--- src/rtl/fifo_stream_reader_pkg.sv ---
// fifo_stream_reader_pkg: shared constants, types and sizing helper for the FIFO stream reader
package fifo_stream_reader_pkg;
    localparam int BUF_DEPTH = 2;
    typedef logic [1:0] buf_cnt_t;
    function automatic int pkt_cnt_width(input int pkt_len);
        return (pkt_len > 0) ? $clog2(pkt_len + 1) : 1;
    endfunction
endpackage

--- src/rtl/fifo_stream_reader_if.sv ---
// fifo_stream_reader_if: FIFO snoop/pop side, output stream and status of the stream reader
//   slave  (reader): fifo_wr_en, fifo_rd_data, fifo_empty, m_tready in; fifo_rd_en, m_tdata, m_tvalid,
//                    m_tlast, level, ovf_err, sync_err out
//   master (environment): the mirror image
interface fifo_stream_reader_if #(
    parameter int DATA_WIDTH = 16,
    parameter int ADDR_WIDTH = 4
);
    logic                  fifo_wr_en;
    logic [DATA_WIDTH-1:0] fifo_rd_data;
    logic                  fifo_empty;
    logic                  fifo_rd_en;
    logic [DATA_WIDTH-1:0] m_tdata;
    logic                  m_tvalid;
    logic                  m_tready;
    logic                  m_tlast;
    logic [ADDR_WIDTH:0]   level;
    logic                  ovf_err;
    logic                  sync_err;
    modport slave (
        input  fifo_wr_en, fifo_rd_data, fifo_empty, m_tready,
        output fifo_rd_en, m_tdata, m_tvalid, m_tlast, level, ovf_err, sync_err
    );
    modport master (
        output fifo_wr_en, fifo_rd_data, fifo_empty, m_tready,
        input  fifo_rd_en, m_tdata, m_tvalid, m_tlast, level, ovf_err, sync_err
    );
endinterface

--- src/rtl/fifo_stream_reader_skid2.sv ---
// fifo_stream_reader_skid2: 2-entry in-order output buffer presenting its oldest entry as a valid/ready stream
//   clk, resetn (sync, active-low); push/push_data in; ready in; valid/data out (oldest entry); cnt out (0..2)
module fifo_stream_reader_skid2
    import fifo_stream_reader_pkg::*;
#(
    parameter int W = 17
) (
    input  logic         clk,
    input  logic         resetn,
    input  logic         push,
    input  logic [W-1:0] push_data,
    input  logic         ready,
    output logic         valid,
    output logic [W-1:0] data,
    output buf_cnt_t     cnt
);
    logic [W-1:0] e0_q, e0_d, e1_q, e1_d;
    buf_cnt_t     cnt_q, cnt_d;
    logic         pop;

    // push is never issued at cnt==2 by the reader, so entry e1 only ever receives fresh words
    always_comb begin
        pop   = (cnt_q != '0) && ready;
        cnt_d = cnt_q + buf_cnt_t'(push) - buf_cnt_t'(pop);
        e0_d  = (pop && cnt_q == 2'd2) ? e1_q
              : (push && (cnt_q == 2'd0 || (pop && cnt_q == 2'd1))) ? push_data : e0_q;
        e1_d  = (push && ((cnt_q == 2'd1 && !pop) || (cnt_q == 2'd2 && pop))) ? push_data : e1_q;
    end

    always_ff @(posedge clk) begin
        if (!resetn) begin
            cnt_q <= '0;
            e0_q  <= '0;
            e1_q  <= '0;
        end else begin
            cnt_q <= cnt_d;
            e0_q  <= e0_d;
            e1_q  <= e1_d;
        end
    end

    assign valid = cnt_q != '0;
    assign data  = e0_q;
    assign cnt   = cnt_q;
endmodule

--- src/rtl/fifo_stream_reader.sv ---
// fifo_stream_reader: drains a registered-read sync FIFO into a buffered valid/ready stream with TLAST and error flags
//   clk, resetn (sync, active-low, shared with the FIFO)
//   bus.slave: fifo_wr_en/fifo_rd_data/fifo_empty in, fifo_rd_en out; m_tdata/m_tvalid/m_tlast out, m_tready in;
//              level (shadow occupancy), ovf_err, sync_err (sticky) out
module fifo_stream_reader
    import fifo_stream_reader_pkg::*;
#(
    parameter int DATA_WIDTH = 16,
    parameter int ADDR_WIDTH = 4,
    parameter int PKT_LEN    = 0
) (
    input logic                 clk,
    input logic                 resetn,
    fifo_stream_reader_if.slave bus
);
    localparam int            LW   = ADDR_WIDTH + 1;
    localparam int            PW   = pkt_cnt_width(PKT_LEN);
    localparam logic [LW-1:0] FULL = LW'(2 ** ADDR_WIDTH);

    logic [LW-1:0]     level_q, level_d;
    logic              head_stale_q, head_stale_d;
    logic              ovf_q, ovf_d, sync_q, sync_d;
    logic [PW-1:0]     pkt_q, pkt_d;
    logic              rd_en, wr_ok, tag_last;
    logic [DATA_WIDTH:0] out_word;
    buf_cnt_t          buf_cnt;

    // head_stale: a write that lands on the head slot is not visible on fifo_rd_data until one edge later
    always_comb begin
        rd_en        = (level_q != '0) && !head_stale_q && (buf_cnt < buf_cnt_t'(BUF_DEPTH));
        wr_ok        = bus.fifo_wr_en && !(level_q == FULL && !rd_en);
        level_d      = level_q + LW'(wr_ok) - LW'(rd_en);
        head_stale_d = bus.fifo_wr_en && (rd_en ? level_q == LW'(1) : level_q == '0);
        ovf_d        = ovf_q || (bus.fifo_wr_en && !wr_ok);
        sync_d       = sync_q || ((level_q == '0) != bus.fifo_empty);
        tag_last     = (PKT_LEN != 0) && (pkt_q == PW'(PKT_LEN - 1));
        pkt_d        = (!rd_en || PKT_LEN == 0) ? pkt_q : tag_last ? '0 : pkt_q + PW'(1);
    end

    always_ff @(posedge clk) begin
        if (!resetn) begin
            level_q      <= '0;
            head_stale_q <= 1'b0;
            ovf_q        <= 1'b0;
            sync_q       <= 1'b0;
            pkt_q        <= '0;
        end else begin
            level_q      <= level_d;
            head_stale_q <= head_stale_d;
            ovf_q        <= ovf_d;
            sync_q       <= sync_d;
            pkt_q        <= pkt_d;
        end
    end

    fifo_stream_reader_skid2 #(.W(DATA_WIDTH + 1)) u_skid (
        .clk       (clk),
        .resetn    (resetn),
        .push      (rd_en),
        .push_data ({tag_last, bus.fifo_rd_data}),
        .ready     (bus.m_tready),
        .valid     (bus.m_tvalid),
        .data      (out_word),
        .cnt       (buf_cnt)
    );

    assign bus.fifo_rd_en = rd_en;
    assign bus.m_tdata    = out_word[DATA_WIDTH-1:0];
    assign bus.m_tlast    = out_word[DATA_WIDTH];
    assign bus.level      = level_q;
    assign bus.ovf_err    = ovf_q;
    assign bus.sync_err   = sync_q;
endmodule

--- src/flat_wrapper.sv ---
// flat-port wrapper written by rule: the top's interface ports become plain ports
module fifo_stream_reader_flat import fifo_stream_reader_pkg::*;
#(
    parameter int DATA_WIDTH = 16,
    parameter int ADDR_WIDTH = 4,
    parameter int PKT_LEN    = 0
)
  (clk, resetn, bus_fifo_wr_en, bus_fifo_rd_data, bus_fifo_empty, bus_m_tready, bus_fifo_rd_en, bus_m_tdata, bus_m_tvalid, bus_m_tlast, bus_level, bus_ovf_err, bus_sync_err);
  fifo_stream_reader_if #(.DATA_WIDTH(DATA_WIDTH), .ADDR_WIDTH(ADDR_WIDTH)) bus_i ();
  input logic clk;
  input logic resetn;
  input wire logic [$bits(bus_i.fifo_wr_en)-1:0] bus_fifo_wr_en;
  input wire logic [$bits(bus_i.fifo_rd_data)-1:0] bus_fifo_rd_data;
  input wire logic [$bits(bus_i.fifo_empty)-1:0] bus_fifo_empty;
  input wire logic [$bits(bus_i.m_tready)-1:0] bus_m_tready;
  output wire logic [$bits(bus_i.fifo_rd_en)-1:0] bus_fifo_rd_en;
  output wire logic [$bits(bus_i.m_tdata)-1:0] bus_m_tdata;
  output wire logic [$bits(bus_i.m_tvalid)-1:0] bus_m_tvalid;
  output wire logic [$bits(bus_i.m_tlast)-1:0] bus_m_tlast;
  output wire logic [$bits(bus_i.level)-1:0] bus_level;
  output wire logic [$bits(bus_i.ovf_err)-1:0] bus_ovf_err;
  output wire logic [$bits(bus_i.sync_err)-1:0] bus_sync_err;
  assign bus_i.fifo_wr_en = bus_fifo_wr_en;
  assign bus_i.fifo_rd_data = bus_fifo_rd_data;
  assign bus_i.fifo_empty = bus_fifo_empty;
  assign bus_i.m_tready = bus_m_tready;
  assign bus_fifo_rd_en = bus_i.fifo_rd_en;
  assign bus_m_tdata = bus_i.m_tdata;
  assign bus_m_tvalid = bus_i.m_tvalid;
  assign bus_m_tlast = bus_i.m_tlast;
  assign bus_level = bus_i.level;
  assign bus_ovf_err = bus_i.ovf_err;
  assign bus_sync_err = bus_i.sync_err;
  fifo_stream_reader #(.DATA_WIDTH(DATA_WIDTH), .ADDR_WIDTH(ADDR_WIDTH), .PKT_LEN(PKT_LEN)) u_core (.clk(clk), .resetn(resetn), .bus(bus_i));
endmodule
--- config.mk ---
export PLATFORM = sky130hd
export DESIGN_NAME = fifo_stream_reader_flat
export DESIGN_NICKNAME = d
export VERILOG_FILES = /design/src/rtl/fifo_stream_reader_pkg.sv /design/src/rtl/fifo_stream_reader_if.sv /design/src/rtl/fifo_stream_reader_skid2.sv /design/src/rtl/fifo_stream_reader.sv /design/src/flat_wrapper.sv
export SDC_FILE = /design/constraint.sdc
export NUM_CORES = 1
export LEC_CHECK = 0
export ABC_AREA = 1
export BUFFER_PORTS_ARGS = -buffer_cell sky130_fd_sc_hd__buf_2
export CAP_MARGIN = 15
export CORE_ASPECT_RATIO = 1.5
export CORE_MARGIN = 2
export CORE_UTILIZATION = 35
export CTS_CLUSTER_SIZE = 12
export DETAILED_ROUTE_END_ITERATION = 6
export SLEW_MARGIN = 20
export SYNTH_ARGS = -nofsm -noshare
export SYNTH_HDL_FRONTEND = slang
export SYNTH_SLANG_ARGS = --single-unit
export TNS_END_PERCENT = 100
--- constraint.sdc ---
create_clock -name clk -period 2.8 [get_ports clk]
set_input_delay 0.14 -clock clk [delete_from_list [all_inputs] [get_ports clk]]
set_output_delay 0.14 -clock clk [all_outputs]
set_load 0.1 [all_outputs]
Yosys cells after proc, flatten, opt, wreduce, memory -nomap -nowiden
Index checks and enable logic that the tools add are counted.
Word-level totals
  output and inout port bits: 26
  bits in registers: 43
  input port bits: 21
Operators by class
  reductions and logical operators: 26
  muxes and demuxes: 3
  equal/unequal tests: 5
  order comparisons: 1
  $add $sub $neg: 4
Operators by type and width (count)
  2-to-1 mux 17 bit: 2
  logical AND 1 bit: 12
  adder 5 x 1 -> 5 bit: 1
  equality test 5 x 1 -> 1 bit, second input constant: 1
  equality test 5 bit, second input constant: 1
  logical NOT 1 bit: 5
  logical NOT 5 bit: 1
  nonzero test 5 bit: 1
  subtractor 5 x 1 -> 5 bit: 1
  logical OR 1 bit: 4
  nonzero test 2 bit: 2
  adder 2 x 1 -> 2 bit: 1
  equality test 2 x 1 -> 1 bit, second input constant: 1
  equality test 2 bit, second input constant: 1
  logical NOT 2 bit: 1
  < comparator 2 bit, second input constant: 1
  subtractor 2 x 1 -> 2 bit: 1
  2-to-1 mux 1 bit: 1
  inequality test 1 bit: 1

Depth between registers and ports, before layout
Gate-level depths: netlist of the first run.
  depth in word-level cells: 10
  gate-level depth with buffers: 15
  mapped depth without buffers: 15

Hierarchy
Synthesis of the first run repeated with hierarchy kept, for this count alone.
Second synthesis, totals
  cells, all modules: 335
  area, all modules: 2459.9 um2
Modules (own cells, without submodules)
  fifo_stream_reader_skid2: times used 1, area an instance 1945.6 um2, cells an instance 262
  fifo_stream_reader: times used 1, area an instance 514.2 um2, cells an instance 73

Worst setup path after synthesis of the first run
No wires, ideal clock.
  path kind: flip-flop to flip-flop
  from: reg u_core.level_q[2], in the netlist u_core.bus.level[2]
  to: reg u_core.level_q[4], in the netlist u_core.bus.level[4]
  setup time: 0.116 ns
  required time: 2.684 ns
  buffers on the path: 0
  stages on the path, launching flop included: 15
  setup slack: -0.587 ns
  data arrival time: 3.271 ns
  period minus slack after synthesis: 3.387 ns
  cell sequence: dfxtp_1 -> inv_1 -> ha_1 -> nand3_2 -> nand2_2 -> inv_2 -> ha_1 -> inv_1 -> ha_1 -> inv_1 -> fa_1 -> nor2_1 -> o21bai_1 -> a21oi_1 -> nor2_1
On the way
  word-level cells in the longest chain between the ends: 9
  elaborated cells between the ends (all ways): 10
  classes of those cells: add/sub: 2; eq/ne: 1; reduce/logical: 7
Ends and longest elaborated chain
  from (decl): line fifo_stream_reader.sv:20  | logic [LW-1:0] level_q, level_d;
  from (signal assigned): line fifo_stream_reader.sv:48  | level_q <= level_d;
  nonzero test 5 bit (*): line fifo_stream_reader.sv:30  | rd_en = (level_q != '0) && !head_stale_q && (buf_cnt < buf_cnt_t'(BUF_DEPTH));
  logical AND 1 bit (*) (2 in series): line fifo_stream_reader.sv:30
  via bus_fifo_rd_en: line flat_wrapper.sv:16  | output wire logic [$bits(bus_i.fifo_rd_en)-1:0] bus_fifo_rd_en;
  logical NOT 1 bit: line fifo_stream_reader.sv:31  | wr_ok = bus.fifo_wr_en && !(level_q == FULL && !rd_en);
  logical AND 1 bit: line fifo_stream_reader.sv:31
  logical NOT 1 bit: line fifo_stream_reader.sv:31
  logical AND 1 bit: line fifo_stream_reader.sv:31
  adder 5 x 1 -> 5 bit: line fifo_stream_reader.sv:32  | level_d = level_q + LW'(wr_ok) - LW'(rd_en);
  subtractor 5 x 1 -> 5 bit (*): line fifo_stream_reader.sv:32
Mark *: on every way through the listed nets, which the timed path passes. The rest lies on a longest branch.
A chain may end at the register's enable or synchronous reset.

Worst setup path after layout of the first run
  from: reg u_core.level_q[2], in the netlist u_core.bus.level[2]
  to: reg u_core.level_q[4], in the netlist u_core.bus.level[4]
On the way
  word-level cells in the longest chain between the ends: 9
  elaborated cells between the ends (all ways): 10
  classes of those cells: add/sub: 2; eq/ne: 1; reduce/logical: 7
Ends and longest elaborated chain (line)
  nonzero test 5 bit: fifo_stream_reader.sv:30
  logical AND 1 bit (2 in series): fifo_stream_reader.sv:30
  logical NOT 1 bit: fifo_stream_reader.sv:31
  logical AND 1 bit: fifo_stream_reader.sv:31
  logical NOT 1 bit: fifo_stream_reader.sv:31
  logical AND 1 bit: fifo_stream_reader.sv:31
  adder 5 x 1 -> 5 bit: fifo_stream_reader.sv:32
  subtractor 5 x 1 -> 5 bit (*): fifo_stream_reader.sv:32
Mark *: on every way between the ends. The rest lies on a longest branch, timed or not.

==> out/qor.yml, run 1 <==
outcome:
  outcome: "complete, no violations"
route:
  routedWlPerCell_microns: 9.857
  routed_via_density: 4.346
  routed_wirelength_microns: 4672
  route.detailed.drc: 0
  routed-via-count: 2060
  initial_drc_count: 126
  detail-route-antenna-nets: 0
  first_pass_iters: 4
synthesis:
  post-synth-top-count-cell: "nand2_1"
  synth_commonest_cells: "nand2_1, inv_1, dfxtp_1"
  ys_seq_area_share_pct: 36.64
  synth.avg_cell_area_sq_um: 6.357
  ys_seq_elements: 42
  synth-main-ff-cell: "dfxtp_1"
  yosysWarningCount: 0
  yosys-top-cells-area: "dfxtp_1, nand2_1, inv_1"
  count_of_flip_flops_with_a_built_in_enable_after_synthesis: 0
  synth_fp_nets: 391
  synth_top_cell_area_share_pct: 36.64
  ys_async_sr_fraction_pct: 0
  mappedNetlistArea_sq_um: 2295
  yosysUniqueCellTypes: 27
  syn-instance-count: 361
  synthDominantAreaCellType: "dfxtp_1"
cts:
  hold_buffers: 0
  ctsResizeCount: 0
  cts_root_buf: "clkbuf_8"
  cts-buffers-inserted: 5
  clk-insertion-delay-late_ns: 0.29
  ctsLongestPathBuffers: 2
  cts_max_level: 2
  cts.clk_slew.worst_paths_ns: 0.08
  cts_tree: "yes"
  postCtsSetupRepairBufs: 0
  clock-sinks: 42
die:
  die_area_sq_um: 7233
  die-width_microns: 70.11
  dieHeight_microns: 103.2
  coreArea_sq_um: 6441
  initial_core_utilization_pct: 35.63
  number_of_i_o_pins: 47
  placementRows: 36
timing:
  slew_headroom_pct: 45.80
  fmax_ghz: 0.4144
  fin_tns_setup_ns: 0
  hold_violations: 0
  rsz0062_at_grt: "no"
  timing_max_transition_violations_final: 0
  tightestPinTransition_ns: 0.8130
  fin_worst_hold_slack_ns: 0.1038
  report.final.setup_viol: 0
  skew_ns: 0.009378
  layout_min_cycle_time_ns: 2.413
  finalCritPeriodShare_pct: 86.18
  worst_slack_ns: 0.3870
global_routing:
  aggregate_global_route_resource_usage_pct: 13.61
  wire_length_of_the_first_global_routing_pass_microns: 8045
  antenna_found_initial: 0
  grt_pass1_vias: 1832
  globalRouteOverflowTotal: 0
  pin_count_of_the_biggest_net_entering_global_routing: 65
place:
  gp_congestion: 0.7977
  detailedPlacementHpwl_microns: 3116
  pre_cts_ws_ns: 0.3753
  port_buffers: 45
  dpl.cell_count: 466
worst_hold_path:
  timing.hold.worst.class: "input pin to flip-flop"
layout:
  multi_input_gate_area_in_the_final_layout_sq_um: 1035
  seqCellArea_sq_um: 852.1
  fillers: 710
  area_delta_synth_final_pct: 15.59
  nets: 427
  antenna_cells_inserted: 0
  final_std_cells_w_o_fill: 474
  drive_above_1_share_pct: 18.09
setup_path:
  type_of_origin_of_the_critical_path: "flip-flop"
  worst-endpoint-required_ns: 2.98
  crit_type: "flip-flop to flip-flop"
  critical_path_peak_fanout: 5
  cp_data_arrival_time_ns: 2.59
  critPathCaptureType: "flip-flop"
run:
  drv.max_cap_violation_count: 0
==> registers in the layout, indices dropped and copies added, names as in the netlist <==
register	count
u_core.bus.level	5
u_core.bus.sync_err	1
u_core.u_skid.data	16
u_core.u_skid.cnt	2
u_core.bus.ovf_err	1
u_core.head_stale_q	1
u_core.u_skid.e1_q	16
==> layout by cell type (no fill, tap or decap), types with 4 or more instances in the layout <==
master    count
clkbuf_8      5
inv_1        79
nand2_1      91
a21oi_1      24
nand3_1      20
dfxtp_1      37
nor2_1       39
o21ai_0       4
o21ai_1      16
inv_2         5
buf_2        45
ha_1          8
==> worst paths after layout <==
kind         cells after the start                             end  slack (ns)                      startpoint
max                             14  u_core.bus.level[4]$_SDFF_PN0_        0.39  u_core.bus.level[2]$_SDFF_PN0_
min                              3  u_core.head_stale_q$_SDFF_PN0_        0.10                  bus_fifo_wr_en
max reg2reg                     14  u_core.bus.level[4]$_SDFF_PN0_        0.39  u_core.bus.level[2]$_SDFF_PN0_
min reg2reg                      2   u_core.bus.ovf_err$_SDFF_PN0_        0.48   u_core.bus.ovf_err$_SDFF_PN0_
==> through the flow <==
stage | instance area (sq um) | utilization, %
floorplan | 2308 | -
global placement | 2544 | 39.49
detailed placement | 2544 | 39.49
CTS | 2653 | 41.18
global route | 2653 | 41.18
finish | 2653 | 41.18
==> critical path, cell delays in order, from the launching register on <==
cell,delay [ns]
dfxtp_4,0.35
inv_1,0.07
ha_1,0.21
nand3_2,0.13
nand2_2,0.17
inv_4,0.06
ha_1,0.26
inv_1,0.06
ha_1,0.16
inv_1,0.06
fa_1,0.40
nor2_1,0.12
o21bai_1,0.08
a21oi_1,0.13
nor2_1,0.05
==> layout make-up <==
class / count / share of cell area [%]
Clock buffer: 6 / 2.736
Clock inverter: 2 / 1.368
Inverter: 85 / 12.12
Multi-Input combinational cell: 216 / 39.01
Sequential cell: 42 / 32.12
Tap cell: 76 / 3.585
Timing Repair Buffer: 47 / 9.057
==> cells by family (layout without fill, tap and decap cells) <==
family / after synthesis / count (layout) / synth area share [%]
adder cells (fa/ha/maj): 9 / 9 / 5.235
XOR/XNOR: 2 / 2 / 0.7635
buffers and inverters: 103 / 140 / 18.48
other: 1 / 1 / 0.1634
flip-flops: 42 / 42 / 36.64
AO/OA/AOI/OAI: 47 / 47 / 10.63
AND/OR/NAND/NOR: 157 / 157 / 28.08
==> routing by layer <==
metal / vias to the layer above / part of all wire, % / global-route usage [%]
met3: 5 / 4.1 / 3.198
met5: - / 0 / 0
li1: 1139 / - / -
met4: 0 / 1.3 / 4.438
met2: 33 / 47 / 24.47
met1: 883 / 47 / 16.06
Power of run 1 is left out: the tool's default activity adds up to more than one toggle a clock period on the data nets, which glitch-free logic cannot reach.
==> run 2, diff against run 1 <==
==> constraint.sdc (replaced) <==
create_clock -name clk -period 2.52 [get_ports clk]
set_input_delay 0.126 -clock clk [delete_from_list [all_inputs] [get_ports clk]]
set_output_delay 0.126 -clock clk [all_outputs]
set_load 0.1 [all_outputs]
==> out/qor.yml, run 2 (synthesis results as in run 1) <==
global_routing:
  antenna_found_initial: 0  # unchanged
  globalRouteOverflowTotal: 0  # unchanged
  pin_count_of_the_biggest_net_entering_global_routing: 65  # unchanged
  aggregate_global_route_resource_usage_pct: 13.51  # -0.099 points
  wire_length_of_the_first_global_routing_pass_microns: 7948  # -1.2%
  grt_pass1_vias: 1834  # +0.11%
outcome:
  outcome: "complete, no violations"
route:
  routed_via_density: 4.360  # +0.32%
  routedWlPerCell_microns: 9.758  # -1.0%
  routed_wirelength_microns: 4635  # -0.79%
  routed-via-count: 2071  # +0.53%
  initial_drc_count: 139  # +10%
  first_pass_iters: 4  # unchanged
  route.detailed.drc: 0  # unchanged
  detail-route-antenna-nets: 0  # unchanged
timing:
  skew_ns: 0.008528  # -0.0008498 ns
  layout_min_cycle_time_ns: 2.292  # -0.1206 ns
  fin_tns_setup_ns: 0  # unchanged
  fmax_ghz: 0.4362  # +5.3%
  hold_violations: 0  # unchanged
  tightestPinTransition_ns: 0.8020  # -0.01107 ns
  timing_max_transition_violations_final: 0  # unchanged
  rsz0062_at_grt: "no"
  worst_slack_ns: 0.2276  # -0.1594 ns
  slew_headroom_pct: 46.53  # +0.74 points
  report.final.setup_viol: 0  # unchanged
  finalCritPeriodShare_pct: 90.97  # +4.8 points
die:
  coreArea_sq_um: 6441  # unchanged
  initial_core_utilization_pct: 35.63  # unchanged
  dieHeight_microns: 103.2  # unchanged
  placementRows: 36  # unchanged
  die-width_microns: 70.11  # unchanged
  number_of_i_o_pins: 47  # unchanged
  die_area_sq_um: 7233  # unchanged
setup_path:
  crit_type: "flip-flop to flip-flop"
  type_of_origin_of_the_critical_path: "flip-flop"
  worst-endpoint-required_ns: 2.71  # -0.27 ns
  cp_data_arrival_time_ns: 2.48  # -0.11 ns
  critPathCaptureType: "flip-flop"
  critical_path_peak_fanout: 4  # -1
layout:
  fillers: 706  # -0.56%
  nets: 428  # +0.23%
  drive_above_1_share_pct: 19.05  # +0.96 points
  area_delta_synth_final_pct: 17.34
  layout_common_cells: "nand2_1, inv_1, buf_2, nor2_1, dfxtp_1"
  layout.cells.most_common: "nand2_1"
  antenna_cells_inserted: 0  # unchanged
  finalInstanceArea_sq_um: 2693  # +1.5%
cts:
  clock-sinks: 42  # unchanged
  cts-buffers-inserted: 5  # unchanged
  cts_max_level: 2  # unchanged
  cts.clk_slew.worst_paths_ns: 0.08  # about the same
  cts_tree: "yes"
  clk-insertion-delay-late_ns: 0.29  # about the same
  ctsLongestPathBuffers: 2  # unchanged
  cts_root_buf: "clkbuf_8"
place:
  placed_area_sq_um: 2566  # +0.89%
  port_buffers: 45  # unchanged
  gp_congestion: 0.7622  # -4.5%
  pre_cts_ws_ns: 0.1084  # -0.2670 ns
  detailedPlacementHpwl_microns: 3132  # +0.53%
worst_hold_path:
  timing.hold.worst.class: "input pin to flip-flop"
run:
  drv.max_cap_violation_count: 0  # unchanged
[run 2: layout make-up]
cell class | count | area (sq um) | share of cell area, %
Timing Repair Buffer | 48 | 247.7 | 9.201
Sequential cell | 42 | 857.1 | 31.83
Clock buffer | 6 | 72.57 | 2.695
Clock inverter | 2 | 36.28 | 1.348
Tap cell | 76 | 95.09 | 3.532
Inverter | 85 | 331.6 | 12.31
Multi-Input combinational cell | 216 | 1052 | 39.08
[run 2: metal layers]
| metal | vias up | share of wire, % | wire, microns | GRT usage [%] |
|---|---|---|---|---|
| met5 | - | 0 | 0 | 0 |
| met2 | 33 | 48 | 2231 | 25.71 |
| met3 | 4 | 4.7 | 218 | 3.488 |
| met1 | 894 | 46 | 2129 | 14.76 |
| li1 | 1140 | - | - | - |
| met4 | 0 | 1.2 | 56 | 3.994 |
[run 2: per-stage QoR]
stage | cells | utilization, % | hold slack (ns)
finish | 475 | 41.80 | 0.08123
global route | 475 | 41.80 | 0.08977
CTS | 474 | 41.53 | 0.06754
detailed placement | 466 | 39.84 | 0.3890
global placement | 466 | 39.84 | 0.3914
floorplan | 361 | - | 0.2635
[run 2: what timing repair did]
item / 4_1_cts / 5_1_grt
setup endpoints to repair: 0 / 1
hold buffers: 0 / 0
resized for setup: 0 / 2
setup buffers: 0 / 1
[run 2: final timing paths]
kind	slack, ns	endpoint	start	cells past startpoint
worst min register to register	0.48	u_core.bus.ovf_err$_SDFF_PN0_	u_core.bus.ovf_err$_SDFF_PN0_	2
worst max register to register	0.23	u_core.bus.level[4]$_SDFF_PN0_	u_core.bus.level[3]$_SDFF_PN0_	14
worst max-delay path	0.23	u_core.bus.level[4]$_SDFF_PN0_	u_core.bus.level[3]$_SDFF_PN0_	14
worst min-delay path	0.08	u_core.head_stale_q$_SDFF_PN0_	bus_fifo_wr_en	3
[run 2: critical path, cell delays in order (launching register included)]
cell and delay, ns:
dfxtp_4 0.35, inv_1 0.07, ha_2 0.22, nand3_4 0.10, nand2_4 0.13, inv_12 0.04
ha_1 0.26, inv_1 0.06, ha_1 0.15, inv_1 0.06, fa_2 0.35, nor2_1 0.11
o21bai_1 0.08, a21oi_1 0.15, nor2_1 0.05
Power of run 2 is left out for the same reason.
